<file path="src/rtl/wishbone_slave_xactor_if.sv">
// Wishbone B4 pipelined bus plus client request/response port.
// The slave modport is the responder's view; master is the environment driving it.
interface wishbone_slave_xactor_if #(
   parameter int ADDR_WIDTH = 32,
   parameter int DATA_WIDTH = 32
);
   localparam int SEL_WIDTH = DATA_WIDTH / 8;
   localparam int REQ_WIDTH = 1 + SEL_WIDTH + ADDR_WIDTH + DATA_WIDTH;

   logic                  CYC_I;
   logic                  STB_I;
   logic                  WE_I;
   logic [ADDR_WIDTH-1:0] ADR_I;
   logic [SEL_WIDTH-1:0]  SEL_I;
   logic [DATA_WIDTH-1:0] DAT_I;
   logic                  STALL_O;
   logic                  ACK_O;
   logic [DATA_WIDTH-1:0] DAT_O;
   logic                  req_valid;
   logic                  req_ready;
   logic [REQ_WIDTH-1:0]  req_data;
   logic                  rsp_valid;
   logic                  rsp_ready;
   logic [DATA_WIDTH-1:0] rsp_data;

   modport slave (
      input  CYC_I, STB_I, WE_I, ADR_I, SEL_I, DAT_I,
      output STALL_O, ACK_O, DAT_O,
      output req_valid, req_data,
      input  req_ready,
      input  rsp_valid, rsp_data,
      output rsp_ready
   );

   modport master (
      output CYC_I, STB_I, WE_I, ADR_I, SEL_I, DAT_I,
      input  STALL_O, ACK_O, DAT_O,
      input  req_valid, req_data,
      output req_ready,
      output rsp_valid, rsp_data,
      input  rsp_ready
   );
endinterface

</file>
<file path="src/rtl/wishbone_slave_xactor.sv">
// Wishbone B4 pipelined slave: queues bus requests to a client and returns
// client responses as ACK beats; a dropped CYC flushes the queue and drains.
module wishbone_slave_xactor #(
   parameter int ADDR_WIDTH      = 32,
   parameter int DATA_WIDTH      = 32,
   parameter int REQ_DEPTH       = 2,
   parameter int MAX_OUTSTANDING = 8
) (
   input  logic                    CLK,
   input  logic                    RST_N,
   wishbone_slave_xactor_if.slave  bus
);
   localparam int SEL_WIDTH = DATA_WIDTH / 8;
   localparam int PW = $clog2(REQ_DEPTH);
   localparam int FW = $clog2(REQ_DEPTH + 1);
   localparam int OW = $clog2(MAX_OUTSTANDING + 1);

   localparam logic [1:0] S_IDLE   = 2'd0;
   localparam logic [1:0] S_ACTIVE = 2'd1;
   localparam logic [1:0] S_DRAIN  = 2'd2;

   typedef struct packed {
      logic                  we;
      logic [SEL_WIDTH-1:0]  sel;
      logic [ADDR_WIDTH-1:0] adr;
      logic [DATA_WIDTH-1:0] dat;
   } req_t;

   logic [1:0]            state, state_nxt;
   req_t                  mem [REQ_DEPTH];
   logic [PW-1:0]         wr_ptr, rd_ptr;
   logic [FW-1:0]         fifo_cnt, fifo_nxt;
   logic [OW-1:0]         inflight, inflight_nxt, outstanding;
   logic                  stall, req_vld, rsp_rdy;
   logic                  accept, pop, rsp_take, flush, ack_now;
   logic                  ack_q;
   logic [DATA_WIDTH-1:0] dat_q;

   // Stall and client handshakes depend only on registered state.
   assign outstanding = OW'(fifo_cnt) + inflight;
   assign stall    = (fifo_cnt == FW'(REQ_DEPTH)) |
                     (outstanding == OW'(MAX_OUTSTANDING)) |
                     (state == S_DRAIN);
   assign req_vld  = (fifo_cnt != '0) && (state != S_DRAIN);
   assign rsp_rdy  = (inflight != '0) && ((state == S_ACTIVE) || (state == S_DRAIN));

   assign accept   = bus.CYC_I & bus.STB_I & ~stall;
   assign pop      = req_vld & bus.req_ready;
   assign rsp_take = rsp_rdy & bus.rsp_valid;
   assign flush    = (state == S_ACTIVE) && !bus.CYC_I;
   assign ack_now  = rsp_take && (state == S_ACTIVE);

   always_comb begin
      fifo_nxt     = fifo_cnt + FW'(accept) - FW'(pop);
      inflight_nxt = inflight + OW'(pop) - OW'(rsp_take);
      if (flush) fifo_nxt = '0;
      state_nxt = state;
      case (state)
         S_IDLE:   if (bus.CYC_I) state_nxt = S_ACTIVE;
         S_ACTIVE: if (!bus.CYC_I) state_nxt = (inflight_nxt == '0) ? S_IDLE : S_DRAIN;
         S_DRAIN:  if (inflight_nxt == '0) state_nxt = bus.CYC_I ? S_ACTIVE : S_IDLE;
         default:  state_nxt = S_IDLE;
      endcase
   end

   always_ff @(posedge CLK or negedge RST_N) begin
      if (!RST_N) begin
         state    <= S_IDLE;
         fifo_cnt <= '0;
         inflight <= '0;
         wr_ptr   <= '0;
         rd_ptr   <= '0;
         ack_q    <= 1'b0;
         dat_q    <= '0;
      end else begin
         state    <= state_nxt;
         fifo_cnt <= fifo_nxt;
         inflight <= inflight_nxt;
         // Flush empties the queue by catching the read pointer up.
         if (flush) begin
            rd_ptr <= wr_ptr;
         end else begin
            if (accept) wr_ptr <= wr_ptr + PW'(1);
            if (pop)    rd_ptr <= rd_ptr + PW'(1);
         end
         ack_q <= ack_now;
         dat_q <= ack_now ? bus.rsp_data : '0;
      end
   end

   always_ff @(posedge CLK) begin
      if (accept) mem[wr_ptr] <= req_t'({bus.WE_I, bus.SEL_I, bus.ADR_I, bus.DAT_I});
   end

   assign bus.STALL_O   = stall;
   assign bus.ACK_O     = ack_q;
   assign bus.DAT_O     = dat_q;
   assign bus.req_valid = req_vld;
   assign bus.req_data  = mem[rd_ptr];
   assign bus.rsp_ready = rsp_rdy;
endmodule

</file>
<file path="src/flat_wrapper.sv">
// flat-port wrapper written by rule: the top's interface ports become plain ports
module wishbone_slave_xactor_flat 
#(
   parameter int ADDR_WIDTH      = 32,
   parameter int DATA_WIDTH      = 32,
   parameter int REQ_DEPTH       = 2,
   parameter int MAX_OUTSTANDING = 8
)
  (CLK, RST_N, bus_CYC_I, bus_STB_I, bus_WE_I, bus_ADR_I, bus_SEL_I, bus_DAT_I, bus_STALL_O, bus_ACK_O, bus_DAT_O, bus_req_valid, bus_req_data, bus_req_ready, bus_rsp_valid, bus_rsp_data, bus_rsp_ready);
  wishbone_slave_xactor_if #(.ADDR_WIDTH(ADDR_WIDTH), .DATA_WIDTH(DATA_WIDTH)) bus_i ();
  input  logic CLK;
  input  logic RST_N;
  input wire logic [$bits(bus_i.CYC_I)-1:0] bus_CYC_I;
  input wire logic [$bits(bus_i.STB_I)-1:0] bus_STB_I;
  input wire logic [$bits(bus_i.WE_I)-1:0] bus_WE_I;
  input wire logic [$bits(bus_i.ADR_I)-1:0] bus_ADR_I;
  input wire logic [$bits(bus_i.SEL_I)-1:0] bus_SEL_I;
  input wire logic [$bits(bus_i.DAT_I)-1:0] bus_DAT_I;
  output wire logic [$bits(bus_i.STALL_O)-1:0] bus_STALL_O;
  output wire logic [$bits(bus_i.ACK_O)-1:0] bus_ACK_O;
  output wire logic [$bits(bus_i.DAT_O)-1:0] bus_DAT_O;
  output wire logic [$bits(bus_i.req_valid)-1:0] bus_req_valid;
  output wire logic [$bits(bus_i.req_data)-1:0] bus_req_data;
  input wire logic [$bits(bus_i.req_ready)-1:0] bus_req_ready;
  input wire logic [$bits(bus_i.rsp_valid)-1:0] bus_rsp_valid;
  input wire logic [$bits(bus_i.rsp_data)-1:0] bus_rsp_data;
  output wire logic [$bits(bus_i.rsp_ready)-1:0] bus_rsp_ready;
  assign bus_i.CYC_I = bus_CYC_I;
  assign bus_i.STB_I = bus_STB_I;
  assign bus_i.WE_I = bus_WE_I;
  assign bus_i.ADR_I = bus_ADR_I;
  assign bus_i.SEL_I = bus_SEL_I;
  assign bus_i.DAT_I = bus_DAT_I;
  assign bus_STALL_O = bus_i.STALL_O;
  assign bus_ACK_O = bus_i.ACK_O;
  assign bus_DAT_O = bus_i.DAT_O;
  assign bus_req_valid = bus_i.req_valid;
  assign bus_req_data = bus_i.req_data;
  assign bus_i.req_ready = bus_req_ready;
  assign bus_i.rsp_valid = bus_rsp_valid;
  assign bus_i.rsp_data = bus_rsp_data;
  assign bus_rsp_ready = bus_i.rsp_ready;
  wishbone_slave_xactor #(.ADDR_WIDTH(ADDR_WIDTH), .DATA_WIDTH(DATA_WIDTH), .REQ_DEPTH(REQ_DEPTH), .MAX_OUTSTANDING(MAX_OUTSTANDING)) u_core (.CLK(CLK), .RST_N(RST_N), .bus(bus_i));
endmodule
</file>
<file path="config.mk">
export PLATFORM = sky130hd
export DESIGN_NAME = wishbone_slave_xactor_flat
export DESIGN_NICKNAME = d
export VERILOG_FILES = /design/src/rtl/wishbone_slave_xactor_if.sv /design/src/rtl/wishbone_slave_xactor.sv /design/src/flat_wrapper.sv
export SDC_FILE = /design/constraint.sdc
export NUM_CORES = 1
export LEC_CHECK = 0
export BUFFER_PORTS_ARGS = -buffer_cell sky130_fd_sc_hd__buf_2
export CAP_MARGIN = 10
export CELL_PAD_IN_SITES_DETAIL_PLACEMENT = 0
export CELL_PAD_IN_SITES_GLOBAL_PLACEMENT = 1
export CORE_MARGIN = 5
export CORE_UTILIZATION = 31
export DETAILED_ROUTE_END_ITERATION = 8
export GPL_ROUTABILITY_DRIVEN = 0
export PLACE_DENSITY = 0.7
export SYNTH_ARGS = -nofsm -noshare
export SYNTH_HDL_FRONTEND = slang
export SYNTH_SLANG_ARGS = --single-unit
</file>
<file path="constraint.sdc">
create_clock -name CLK -period 7.32 [get_ports CLK]
set_input_delay 0.366 -clock CLK [delete_from_list [all_inputs] [get_ports CLK]]
set_output_delay 0.366 -clock CLK [all_outputs]
set_load 0.005 [all_outputs]
</file>
Word level (Yosys, flattened, before mapping) --
Memory sizes are Yosys's and may differ from the RTL's. Cells that the tools add are included.
Storage, ports and cells: register bits 43, bits in latches 0, RAM bits 138, memory bits (read-only) 0, input bits 107, output and inout port bits 105, logic and storage cells 56, memories 1
Cells by class: $add $sub $neg 7, $mul 0, div/mod/pow operators 0, magnitude comparators 0, equal/unequal tests 8, shifts and indexed selects 0, mux-type cells 12, bitwise gates (word level) 8, reductions and logical operators 13
Memory list:
- u_core.mem | words 2, width 69, rd ports 1, clocked after Yosys merged registers in 0, wr ports 1, RTL line wishbone_slave_xactor.sv:30 | req_t mem [REQ_DEPTH];
Operator list (count):
- $mux W32 | 1
- $mux W2 | 5
- $ne A2 B2 Y1 const B | 4
- $pmux W2 S3 | 1
- $mux W1 | 5
- $add A2 B4 Y4 | 1
- $add A4 B1 Y4 | 1
- $and A1 B1 Y1 | 4
- $eq A2 B2 Y1 const B | 2
- $eq A4 B4 Y1 const B | 1
- $logic_and A1 B1 Y1 | 4
- $logic_not A4 Y1 | 1
- $reduce_bool A2 Y1 | 2
- $reduce_bool A4 Y1 | 1
- $sub A4 B1 Y4 | 1
- $reduce_and A3 Y1 | 1
- $add A1 B1 Y1 const B | 2
- $add A2 B1 Y2 | 1
- $eq A2 B1 Y1 const B | 1
- $logic_not A2 Y1 | 1
- $not A1 Y1 | 2
- $or A1 B1 Y1 | 2
- $reduce_and A2 Y1 | 1
- $sub A2 B1 Y2 | 1
- other kinds (2) | 2

Depth between registers and ports, before layout --
Gate-level depths: netlist of run 1.
depth in word-level cells 9, depth in mapped cells 13, gate-level depth less buffers 13

Worst setup path before layout of run 1 --
No wires, ideal clock.
path type register to register, start reg u_core.inflight[0], end mem u_core.mem[0][0] (netlist name), enable pin, library setup time 0.497 ns, data arrival time 4.338 ns, slack 2.486 ns, stages on the path, launching flop included 8, buffers on the path 0, cells stage by stage dfrtp_1 -> ha_1 -> inv_1 -> fa_1 -> nor3b_1 -> nand4b_1 -> nand3_1 -> nor2_1
Between the ends: word-level cells in the longest chain between the ends 8
Ends and longest elaborated chain:
- from (decl) | RTL line wishbone_slave_xactor.sv:33 | logic [OW-1:0] inflight, inflight_nxt, outstanding;
- from (signal assigned) | RTL line wishbone_slave_xactor.sv:78 | inflight <= inflight_nxt;
- $add A2 B4 Y4 | RTL line wishbone_slave_xactor.sv:40 | assign outstanding = OW'(fifo_cnt) + inflight;
- $eq A4 B4 Y1 | RTL line wishbone_slave_xactor.sv:42 | (outstanding == OW'(MAX_OUTSTANDING)) |
- $or A1 B1 Y1 | RTL line wishbone_slave_xactor.sv:41 | assign stall = (fifo_cnt == FW'(REQ_DEPTH)) |
- $or A1 B1 Y1 | RTL line wishbone_slave_xactor.sv:42
- $not A1 Y1 | RTL line wishbone_slave_xactor.sv:47 | assign accept = bus.CYC_I & bus.STB_I & ~stall;
- $and A1 B1 Y1 | RTL line wishbone_slave_xactor.sv:47
- $mux W1 | RTL line wishbone_slave_xactor.sv:92 | if (accept) mem[wr_ptr] <= req_t'({bus.WE_I, bus.SEL_I, bus.ADR_I, bus.DAT_I});
- $mux W1 (implied by the code) | RTL line wishbone_slave_xactor.sv:92
- to (decl) | RTL line wishbone_slave_xactor.sv:30
Every way passes these cells.

Worst setup path after layout of run 1 --
start reg u_core.state[0], end reg u_core.state[0]
Between the ends: word-level cells in the longest chain between the ends 8
Ends and longest elaborated chain:
- from (decl) | RTL line wishbone_slave_xactor.sv:29 | logic [1:0] state, state_nxt;
- from (signal assigned) | RTL line wishbone_slave_xactor.sv:76 | state <= state_nxt;
- $ne A2 B2 Y1 (tied with other cells) | RTL line wishbone_slave_xactor.sv:44 | assign req_vld = (fifo_cnt != '0) && (state != S_DRAIN);
- $logic_and A1 B1 Y1 / $logic_or A1 B1 Y1 (equally long branches) | RTL line wishbone_slave_xactor.sv:44, wishbone_slave_xactor.sv:45
- $and A1 B1 Y1 / $logic_and A1 B1 Y1 (equally long branches) | RTL line wishbone_slave_xactor.sv:48, wishbone_slave_xactor.sv:45
- $add A4 B1 Y4 / $and A1 B1 Y1 (equally long branches) | RTL line wishbone_slave_xactor.sv:55, wishbone_slave_xactor.sv:49
- $sub A4 B1 Y4 (*) | RTL line wishbone_slave_xactor.sv:55 | inflight_nxt = inflight + OW'(pop) - OW'(rsp_take);
- net u_core.inflight_nxt[1] | RTL line wishbone_slave_xactor.sv:33
- $logic_not A4 Y1 (*) | RTL line wishbone_slave_xactor.sv:61 | S_DRAIN: if (inflight_nxt == '0) state_nxt = bus.CYC_I ? S_ACTIVE : S_IDLE;
- $ne A2 B2 Y1 (no source line) (*)
- $reduce_and A3 Y1 (no source line) (*)
Mark *: on every way through the listed nets, which the timed path passes. The rest lies on a longest branch. A chain may end at the register's enable or synchronous reset.

==> results of run 1 <==
## placed cells by master (no fill, tap or decap), types with 4 or more instances in the layout
cell | Yosys | routed
dfrtp_1 | 43 | 42
nand2_1 | 4 | 4
buf_2 | 1 | 211
xnor2_1 | 6 | 6
and2_1 | 34 | 34
clkbuf_16 | 0 | 17
inv_1 | 15 | 15
ha_1 | 13 | 13
edfxtp_1 | 138 | 138
inv_8 | 0 | 6
mux2_2 | 69 | 69
inv_6 | 0 | 4
## cells in the mapped netlist (all sizes together), types with 2 or more instances
| cell type | instances | share of area, % |
|---|---|---|
| inv | 15 | 0.82 |
| clkbuf | 10 | 0.55 |
| edfxtp | 138 | 61 |
| nand4b | 2 | 0.26 |
| nor2 | 3 | 0.16 |
| fa | 2 | 0.59 |
| and2 | 34 | 3.1 |
| o22ai | 2 | 0.18 |
| mux2 | 69 | 11 |
| nand2 | 4 | 0.22 |
| nor3b | 2 | 0.22 |
| xnor2 | 6 | 0.77 |
| nand3 | 3 | 0.22 |
| a211o | 2 | 0.26 |
| a21oi | 2 | 0.15 |
| dfrtp | 43 | 16 |
| ha | 13 | 2.4 |
## through the flow
| step | worst slack (ps) | hold WS [ps] |
|---|---|---|
| 6_report | 4120 | 87.1 |
| 5_1_grt | 3960 | 100 |
| 3_3_place_gp | 4300 | 555 |
| 2_1_floorplan | 2490 | 70.4 |
| 4_1_cts | 4120 | 99.1 |
| 3_5_place_dp | 4150 | 558 |
## power groups by stage
stage / logic [W] / registers, W / clock network (W)
after floorplan: 0.000607 / 0.00138 / 0
after global placement: 0.000936 / 0.00140 / 0
after detailed placement: 0.000955 / 0.00141 / 0
after CTS: 0.000968 / 0.00139 / 0.000970
after global routing: 0.00106 / 0.00140 / 0.00101
final: 0.000942 / 0.00139 / 0.000934
## state kept, by name, indices dropped and copies added (netlist names)
signal,count
u_core.state,2
u_core.wr_ptr,1
u_core.fifo_cnt,2
u_core.rd_ptr,1
u_core.bus.DAT_O,32
u_core.bus.ACK_O,1
u_core.inflight,4
u_core.mem,138
## area by class of cell
type / instances / share of cell area, %
multi-input combinational: 164 / 17.3
timing repair buffer: 214 / 12.2
tap: 280 / 3.96
inverter: 15 / 0.636
clock buffer: 17 / 4.81
sequential: 181 / 59.0
clock inverter: 15 / 2.15
## worst min-delay path by stage
stage | from | end | slack (ps) | cells past startpoint
after floorplan | RST_N | u_core.bus.ACK_O | 70 | 0
after global placement | RST_N | u_core.bus.ACK_O | 560 | 1
after detailed placement | bus_DAT_I[29] | u_core.mem[1][29] | 560 | 1
after CTS | bus_ADR_I[19] | u_core.mem[1][51] | 100 | 1
after global routing | bus_ADR_I[19] | u_core.mem[1][51] | 100 | 1
final | RST_N | u_core.bus.ACK_O | 90 | 1
## critical path, cell delays in order, from the launching register on
cell	delay [ps]
dfrtp_1	450
inv_1	110
ha_1	300
inv_1	50
a31oi_1	210
and2_1	170
ha_1	220
inv_1	60
ha_1	190
fa_1	480
or3_1	390
a211o_1	250
nand4_1	110
o211ai_2	80
## metal layers
metal | track usage, % | share of wire (%)
met5 | 0 | 0
met4 | 4.06 | 1.1
met3 | 4.43 | 9.5
met2 | 19.2 | 46
met1 | 15.0 | 43
## logic make-up (layout without fill, tap and decap cells)
| kind of cell | after synthesis | in the layout |
|---|---|---|
| and+or+nand+nor | 58 | 58 |
| AOI/OAI and AO/OA | 14 | 14 |
| buffers and inverters | 26 | 261 |
| muxes | 70 | 70 |
| DFF | 181 | 181 |
| adders and majority gates | 15 | 15 |
| xor gates and xnor gates | 7 | 7 |
==> results.json, run 1 <==
{
  "outcome": "finished, final reports clean",
  "ctsResizeCount": 0,
  "synthXorXnorAreaFrac_pct": 0.897,
  "startpoint": "u_core.state[0]",
  "power_density_mw_per_mm2": 369,
  "reg2reg_depth": 13,
  "grt_antenna_before_repair": 0,
  "dp_hpwl_um": 10800,
  "cts_made_buffers": 17,
  "synth_nets": 493,
  "hp-class": "input pin to asynchronous set/reset pin",
  "final_max_slew_viol_count": 0,
  "p_leak_nw": 3.70,
  "maxSlewHeadroom_pct": 36.3,
  "period_minus_slack_ps": 3200,
  "cts_root_buffer": "clkbuf_16",
  "p_sw_w": 0.00101,
  "area_growth_pct": 29.5,
  "fmax_ghz": 0.312,
  "comb_power_share_pct": 28.9,
  "worstMarginPinSlew_ps": 955,
  "synth_enable_flop_cells": 138,
  "sw_frac_of_total_pct": 30.8,
  "clock_path_buffers": 2,
  "r2r_start": "u_core.state[0]",
  "rr_endpoint": "u_core.state[0]",
  "first_pass_iters": 4,
  "htreeDepth": 4,
  "fin_worst_skew_ps": 8.13,
  "start_util_pct": 31.4,
  "drive_above_1_share_pct": 53.1,
  "fin_tns_setup_ps": 0,
  "routedWlPerCell_um": 17.2,
  "wirelength_um": 15200,
  "dp.cells": 854,
  "post_cts_buffers": 0,
  "rows": 54,
  "seq_area_sq_mm": 0.00522,
  "die-area_sq_mm": 0.0251,
  "dr.first_iter.drc_count": 203,
  "critPathArrivalTime_ps": 3500,
  "grt_pass1_vias": 4183,
  "ys.flop_type": "edfxtp_1",
  "synth.distinct_cells": 38,
  "synthSimpleGateAreaFrac_pct": 5.25,
  "placed_area_sq_mm": 0.00824,
  "vias": 3907,
  "synthCells": 371,
  "pwr-share-seq_pct": 42.5,
  "synth_fa_ha_area_share_pct": 2.97,
  "ir_drop_v": 0.000155,
  "die_x_um": 158,
  "synth-seq-cells": 181,
  "postCtsHoldBufs": 0,
  "ys_seq_area_share_pct": 76.4,
  "instances_no_fill": 886,
  "r2r_slack_ps": 4120,
  "grt_pass1_wl_um": 22800,
  "endpoint_kind": "flop",
  "ant_nets": 0,
  "dieHeight_um": 158,
  "synth-async-reset-ratio_pct": 23.8,
  "grtUsageTotal_pct": 11.9,
  "cts_tree": "yes",
  "core_sq_mm": 0.0218,
  "grt_setup_unrepaired": "no",
  "grt_max_degree": 70,
  "synth_top_family_by_area": "multiplexers",
  "synth_warnings": 0,
  "p_clk_share_pct": 28.6,
  "maxCapViolations": 0,
  "clock_sinks": 181,
  "port_buffers": 211,
  "p_int_w": 0.00226,
  "endpoint": "u_core.state[0]",
  "drc": 0,
  "hold_viol": 0,
  "viasPerCell": 4.41,
  "report.power.total_w": 0.00326,
  "setup_viol": 0,
  "nFillCells": 2043,
  "final_area_sq_mm": 0.00885,
  "critPathKind": "flop to flop",
  "muxShareOfSynthArea_pct": 11.5,
  "final.period_utilization_pct": 43.7,
  "cp_max_fo": 5,
  "critPathLaunchType": "flop",
  "synth_area_sq_mm": 0.00683,
  "nets": 715,
  "synth_area_per_cell_sq_um": 18.4,
  "clk_pin_slew_ps": 80,
  "synth_compound_area_share_pct": 1.54,
  "fin_util_pct": 40.7,
  "required_ps": 7620,
  "io_pins": 212,
  "grt_overflow": 0,
  "multi_input_area_sq_mm": 0.00153,
  "clk_latency_ps": 420,
  "n_antenna_cell": 0
}
No activity file was read; power rests on OpenSTA's default activity.
==> run 2: changes to the inputs <==
==> constraint.sdc (replaced) <==
create_clock -name CLK -period 3.3 [get_ports CLK]
set_input_delay 0.165 -clock CLK [delete_from_list [all_inputs] [get_ports CLK]]
set_output_delay 0.165 -clock CLK [all_outputs]
set_load 0.005 [all_outputs]
==> run 2 against run 1 <==
Count of clock-buffer cells in the layout increased by 1. Worst hold slack improved by 29 ps. Final cell count increased by 12%. Via count increased by 11%. Flip-flop and latch count unchanged. Die area unchanged. First-iteration DRC count decreased by 26%. Worst setup slack got worse by 4000 ps. Critical path depth unchanged. Largest power group unchanged.
==> results.json, run 2 (synthesis results as in run 1) <==
{
  "outcome": "finished, final reports clean",
  "io_pins": 212,
  "vias": 4341,
  "post_cts_buffers": 0,
  "final_max_slew_viol_count": 0,
  "first_pass_iters": 4,
  "clk_pin_slew_ps": 70,
  "endpoint_kind": "flop",
  "top_register": "u_core.mem",
  "sw_frac_of_total_pct": 30.6,
  "n_antenna_cell": 0,
  "port_buffers": 211,
  "grtUsageTotal_pct": 12.8,
  "clock_sinks": 181,
  "instances_no_fill": 992,
  "setup_viol": 0,
  "critPathLaunchType": "flop",
  "power_density_mw_per_mm2": 742,
  "die-area_sq_mm": 0.0251,
  "hold_viol": 0,
  "final_common_cell": "buf_2",
  "clock_path_buffers": 2,
  "placed_area_sq_mm": 0.00827,
  "grt_overflow": 0,
  "grt_antenna_before_repair": 0,
  "grt_pass1_wl_um": 24900,
  "cts_root_buffer": "clkbuf_16",
  "seq_area_sq_mm": 0.00522,
  "wirelength_um": 16200,
  "fin_worst_skew_ps": 11.4,
  "clk_latency_ps": 420,
  "nFillCells": 1896,
  "report.power.total_w": 0.00734,
  "routedWlPerCell_um": 16.4,
  "p_sw_w": 0.00225,
  "area_growth_pct": 44.9,
  "dp.cells": 858,
  "grt_max_degree": 44,
  "maxSlewHeadroom_pct": 38.5,
  "layout_common_cells": "buf_2 (211), edfxtp_1 (138), dlygate4sd3_1 (102), mux2_2 (69), dfrtp_1 (42)",
  "p_int_w": 0.00509,
  "worstMarginPinSlew_ps": 923,
  "core_sq_mm": 0.0218,
  "period_minus_slack_ps": 3160,
  "drive_above_1_share_pct": 45.8,
  "comb_power_share_pct": 31.3,
  "r2r_slack_ps": 140,
  "critPathArrivalTime_ps": 3450,
  "grt_setup_unrepaired": "no",
  "largest_reg_flops": 138,
  "ir_drop_v": 0.000414,
  "fin_tns_setup_ps": 0,
  "cts_tree": "yes",
  "dp_hpwl_um": 10900,
  "required_ps": 3590,
  "critPathKind": "flop to flop",
  "pwr-share-seq_pct": 41.0,
  "p_clk_share_pct": 27.7,
  "cts_made_buffers": 17,
  "r2r_start": "u_core.state[0]",
  "htreeDepth": 4,
  "worstHoldStart": "bus_CYC_I",
  "startpoint": "u_core.state[0]",
  "ant_nets": 0,
  "die_x_um": 158,
  "fin_util_pct": 45.5,
  "final.period_utilization_pct": 95.8,
  "nets": 821,
  "multi_input_area_sq_mm": 0.00154,
  "grt_pass1_vias": 4804,
  "dr.first_iter.drc_count": 150,
  "drc": 0,
  "fmax_ghz": 0.316,
  "hp-class": "input pin to flop",
  "rows": 54,
  "cp_max_fo": 5,
  "start_util_pct": 31.4,
  "dieHeight_um": 158,
  "maxCapViolations": 0,
  "p_leak_nw": 4.14,
  "final_area_sq_mm": 0.00990,
  "viasPerCell": 4.38
}
run 2: cell count changes in the layout (fill, tap and decap cells not counted):
cell | before | now
a31oi_2 | 0 | 1
clkinv_4 | 1 | 0
clkbuf_1 | 0 | 1
clkinv_8 | 2 | 3
dlygate4sd3_1 | 0 | 102
a31oi_1 | 1 | 0
inv_8 | 6 | 5
inv_12 | 1 | 0
buf_4 | 3 | 7
clkinvlp_4 | 0 | 1
run 2: worst paths after layout:
kind                                  endpoint  cells after the start
max                            u_core.state[0]                     13
min                            u_core.state[0]                      3
max reg2reg                    u_core.state[0]                     13
min reg2reg                      u_core.wr_ptr                      1
max in group asynchronous        u_core.rd_ptr                      2
min in group asynchronous  u_core.bus.DAT_O[5]                      2
run 2: layout make-up:
cell class | count | share of cell area [%]
flip-flops and latches | 181 | 52.7
repair buffers | 320 | 21.5
multi-input cells | 164 | 15.5
clock buffers | 18 | 4.33
well taps | 280 | 3.54
clock inverters | 14 | 1.79
inverters | 15 | 0.569
run 2: per-layer routing:
metal  wire (um)  GRT usage [%]  vias to the layer above
li1            -              -                     2031
met4         259           4.67                        0
met5           0              0                        -
met1        6550           14.8                     2103
met3        1500           4.78                       21
met2        7930           21.8                      186
run 2: repair_timing:
action	in CTS	in global routing
endpoints found under the setup margin	0	1
gates resized for setup	0	1
hold buffers	102	0
hold endpoints to repair	213	0
run 2: power groups by stage:
stage	Sequential, W	Combinational (W)	Clock, W
after floorplan	0.00304	0.00135	0
after global placement	0.00303	0.00215	0
after detailed placement	0.00306	0.00223	0
after CTS	0.00301	0.00234	0.00210
after global routing	0.00304	0.00252	0.00220
final	0.00301	0.00230	0.00204
run 2: critical path: stages, from the launching register on:
cell and delay [ps]:
dfrtp_1 430, inv_1 110, ha_1 310, inv_1 70
a31oi_2 50, and2_1 190, ha_1 270, inv_1 40
ha_1 210, fa_1 500, or3_1 400, a211o_1 250
nand4_1 110, o211ai_2 80
run 2: through the flow:
step	setup slack, ps	hold slack, ps
floorplan	-404	-131
global placement	290	339
detailed placement	142	357
CTS	116	96.7
global route	58.6	124
finish	140	116
==> run 3: changes to the inputs <==
--- a/config.mk
+++ b/config.mk
@@ -10,10 +10,10 @@
 export CELL_PAD_IN_SITES_DETAIL_PLACEMENT = 0
 export CELL_PAD_IN_SITES_GLOBAL_PLACEMENT = 1
 export CORE_MARGIN = 5
-export CORE_UTILIZATION = 31
+export CORE_UTILIZATION = 30
 export DETAILED_ROUTE_END_ITERATION = 8
 export GPL_ROUTABILITY_DRIVEN = 0
-export PLACE_DENSITY = 0.7
+export PLACE_DENSITY = 0.68
 export SYNTH_ARGS = -nofsm -noshare
 export SYNTH_HDL_FRONTEND = slang
 export SYNTH_SLANG_ARGS = --single-unit
==> constraint.sdc (replaced) <==
create_clock -name CLK -period 3.9 [get_ports CLK]
set_input_delay 0.195 -clock CLK [delete_from_list [all_inputs] [get_ports CLK]]
set_output_delay 0.195 -clock CLK [all_outputs]
set_load 0.005 [all_outputs]
==> run 3 against run 2 <==
Worst setup slack better by 640 ps. Sequential share of layout area is 0.23 points higher. Cell area is 0.44% lower. First-iteration DRC count is 24% higher. Total power is 16% lower. Via count is 0.69% lower. Register-to-register slack better by 640 ps. Count of clock-buffer cells in the layout is 1 lower. Combinational power is 18% lower. Sequential power is 13% lower. Critical endpoint unchanged. Clock power is 20% lower. Clock skew is 4.8 ps lower. Largest cell class unchanged.
==> results.json, run 3 (synthesis results as in run 1) <==
{
  "dieHeight_um": 161,
  "fin_worst_skew_ps": 6.63,
  "final_max_slew_viol_count": 0,
  "core_sq_mm": 0.0225,
  "final_common_cell": "buf_2",
  "grt_pass1_vias": 4899,
  "critPathKind": "flop to flop",
  "ant_nets": 0,
  "grt_pass1_wl_um": 25700,
  "final_area_sq_mm": 0.00986,
  "cp_max_fo": 5,
  "placed_area_sq_mm": 0.00827,
  "drc": 0,
  "hp-class": "input pin to flop",
  "wirelength_um": 16400,
  "cts_tree": "yes",
  "viasPerCell": 4.33,
  "final.period_utilization_pct": 80.1,
  "crit_family": "adder cells",
  "reg2reg_depth": 13,
  "critPathLaunchType": "flop",
  "layout_common_cells": "buf_2 (211), edfxtp_1 (138), dlygate4sd3_1 (102), mux2_2 (69), dfrtp_1 (42)",
  "io_pins": 212,
  "die-area_sq_mm": 0.0259,
  "report.power.total_w": 0.00613,
  "outcome": "finished, final reports clean",
  "grt_overflow": 0,
  "crit_cells": 13,
  "start_util_pct": 30.4,
  "grtUsageMet1_pct": 15.2,
  "post_cts_buffers": 0,
  "hold_depth": 3,
  "top_register": "u_core.mem",
  "crit_buf_inv": 3,
  "setup_viol": 0,
  "n_antenna_cell": 0,
  "use_met3_pct": 4.70,
  "clock_path_buffers": 2,
  "grtUsageTotal_pct": 12.6,
  "routedWlPerCell_um": 16.5,
  "p_leak_nw": 4.11,
  "ir_drop_v": 0.000229,
  "endpoint_kind": "flop",
  "grtUsageMet2_pct": 21.1,
  "grt_max_degree": 49,
  "die_x_um": 161,
  "vias": 4311,
  "grt_antenna_before_repair": 0,
  "hold_viol": 0,
  "dp_hpwl_um": 10900,
  "critical_path.cell_chain": "inv_1 -> ha_1 -> inv_1 -> a31oi_1 -> and2_1 -> ha_1 -> inv_1 -> ha_1 -> fa_1 -> or3_1 -> a211o_1 -> nand4_1 -> o211ai_2",
  "grt_busiest_layer": "met2",
  "dr.first_iter.drc_count": 186,
  "area_growth_pct": 44.2,
  "largest_reg_flops": 138,
  "critPathArrivalTime_ps": 3420,
  "critPathSlowestCell": "fa_1",
  "dp.cells": 861,
  "clk_pin_slew_ps": 70,
  "worstMarginPinSlew_ps": 970,
  "nets": 819,
  "fin_tns_setup_ps": 0,
  "period_minus_slack_ps": 3120,
  "first_pass_iters": 4,
  "fmax_ghz": 0.320,
  "maxCapViolations": 0,
  "grt_setup_unrepaired": "no",
  "cts_made_buffers": 17,
  "nFillCells": 1986,
  "instances_no_fill": 995,
  "rows": 55,
  "htreeDepth": 4,
  "port_buffers": 211,
  "required_ps": 4200,
  "clk_latency_ps": 420,
  "clock_sinks": 181,
  "cts_root_buffer": "clkbuf_16",
  "maxSlewHeadroom_pct": 35.4,
  "drive_above_1_share_pct": 45.5,
  "slowest_delay_ps": 480,
  "power_density_mw_per_mm2": 622
}
run 3: final timing paths:
kind,start,slack [ps],to
max,u_core.state[0],780,u_core.state[0]
min,bus_CYC_I,160,u_core.state[0]
max reg2reg,u_core.state[0],780,u_core.state[0]
min reg2reg,u_core.wr_ptr,580,u_core.wr_ptr
max in group asynchronous,RST_N,2770,u_core.rd_ptr
min in group asynchronous,RST_N,470,u_core.bus.DAT_O[5]
run 3: cell type report:
type                            count  area, sq um  area share, %
Clock buffer                       17          425           4.32
Sequential cell                   181         5220           53.0
Timing Repair Buffer              318         2130           21.6
Inverter                           15         56.3          0.571
Tap cell                          285          357           3.62
Multi-Input combinational cell    164         1530           15.5
Clock inverter                     15          140           1.42
run 3: metal layers:
layer  part of all wire [%]  vias to the layer above  wire, um
li1                       -                     2024         -
met1                     43                     2103      7030
met2                     48                      172      7860
met3                    8.2                       12      1340
met4                   0.95                        0       155
met5                      0                        -         0
run 3: report_power, final:
part           switching (W)  total [W]  internal, W
Combinational       0.000933    0.00188     0.000947
Clock               0.000791    0.00164     0.000848
Sequential          0.000177    0.00261      0.00244
Total                0.00190    0.00613      0.00423
run 3: worst reg2reg max path: stages, from the launching register on:
cell,delay (ps)
dfrtp_1,430
inv_1,110
ha_1,300
inv_1,40
a31oi_1,200
and2_1,170
ha_1,220
inv_1,60
ha_1,180
fa_1,480
or3_1,390
a211o_1,250
nand4_1,110
o211ai_2,80
run 3: through the flow:
step | utilization (%) | hold WS, ps | worst slack [ps]
after floorplan | - | -101 | -934
after global placement | 36.8 | 384 | 894
after detailed placement | 36.8 | 387 | 806
after CTS | 43.8 | 125 | 774
after global routing | 43.8 | 157 | 565
final | 43.8 | 162 | 776
run 3: repair_timing:
action                    in CTS  in global routing
resized for setup              0                  0
hold buffers                 102                  0
hold endpoints to repair     213                  0
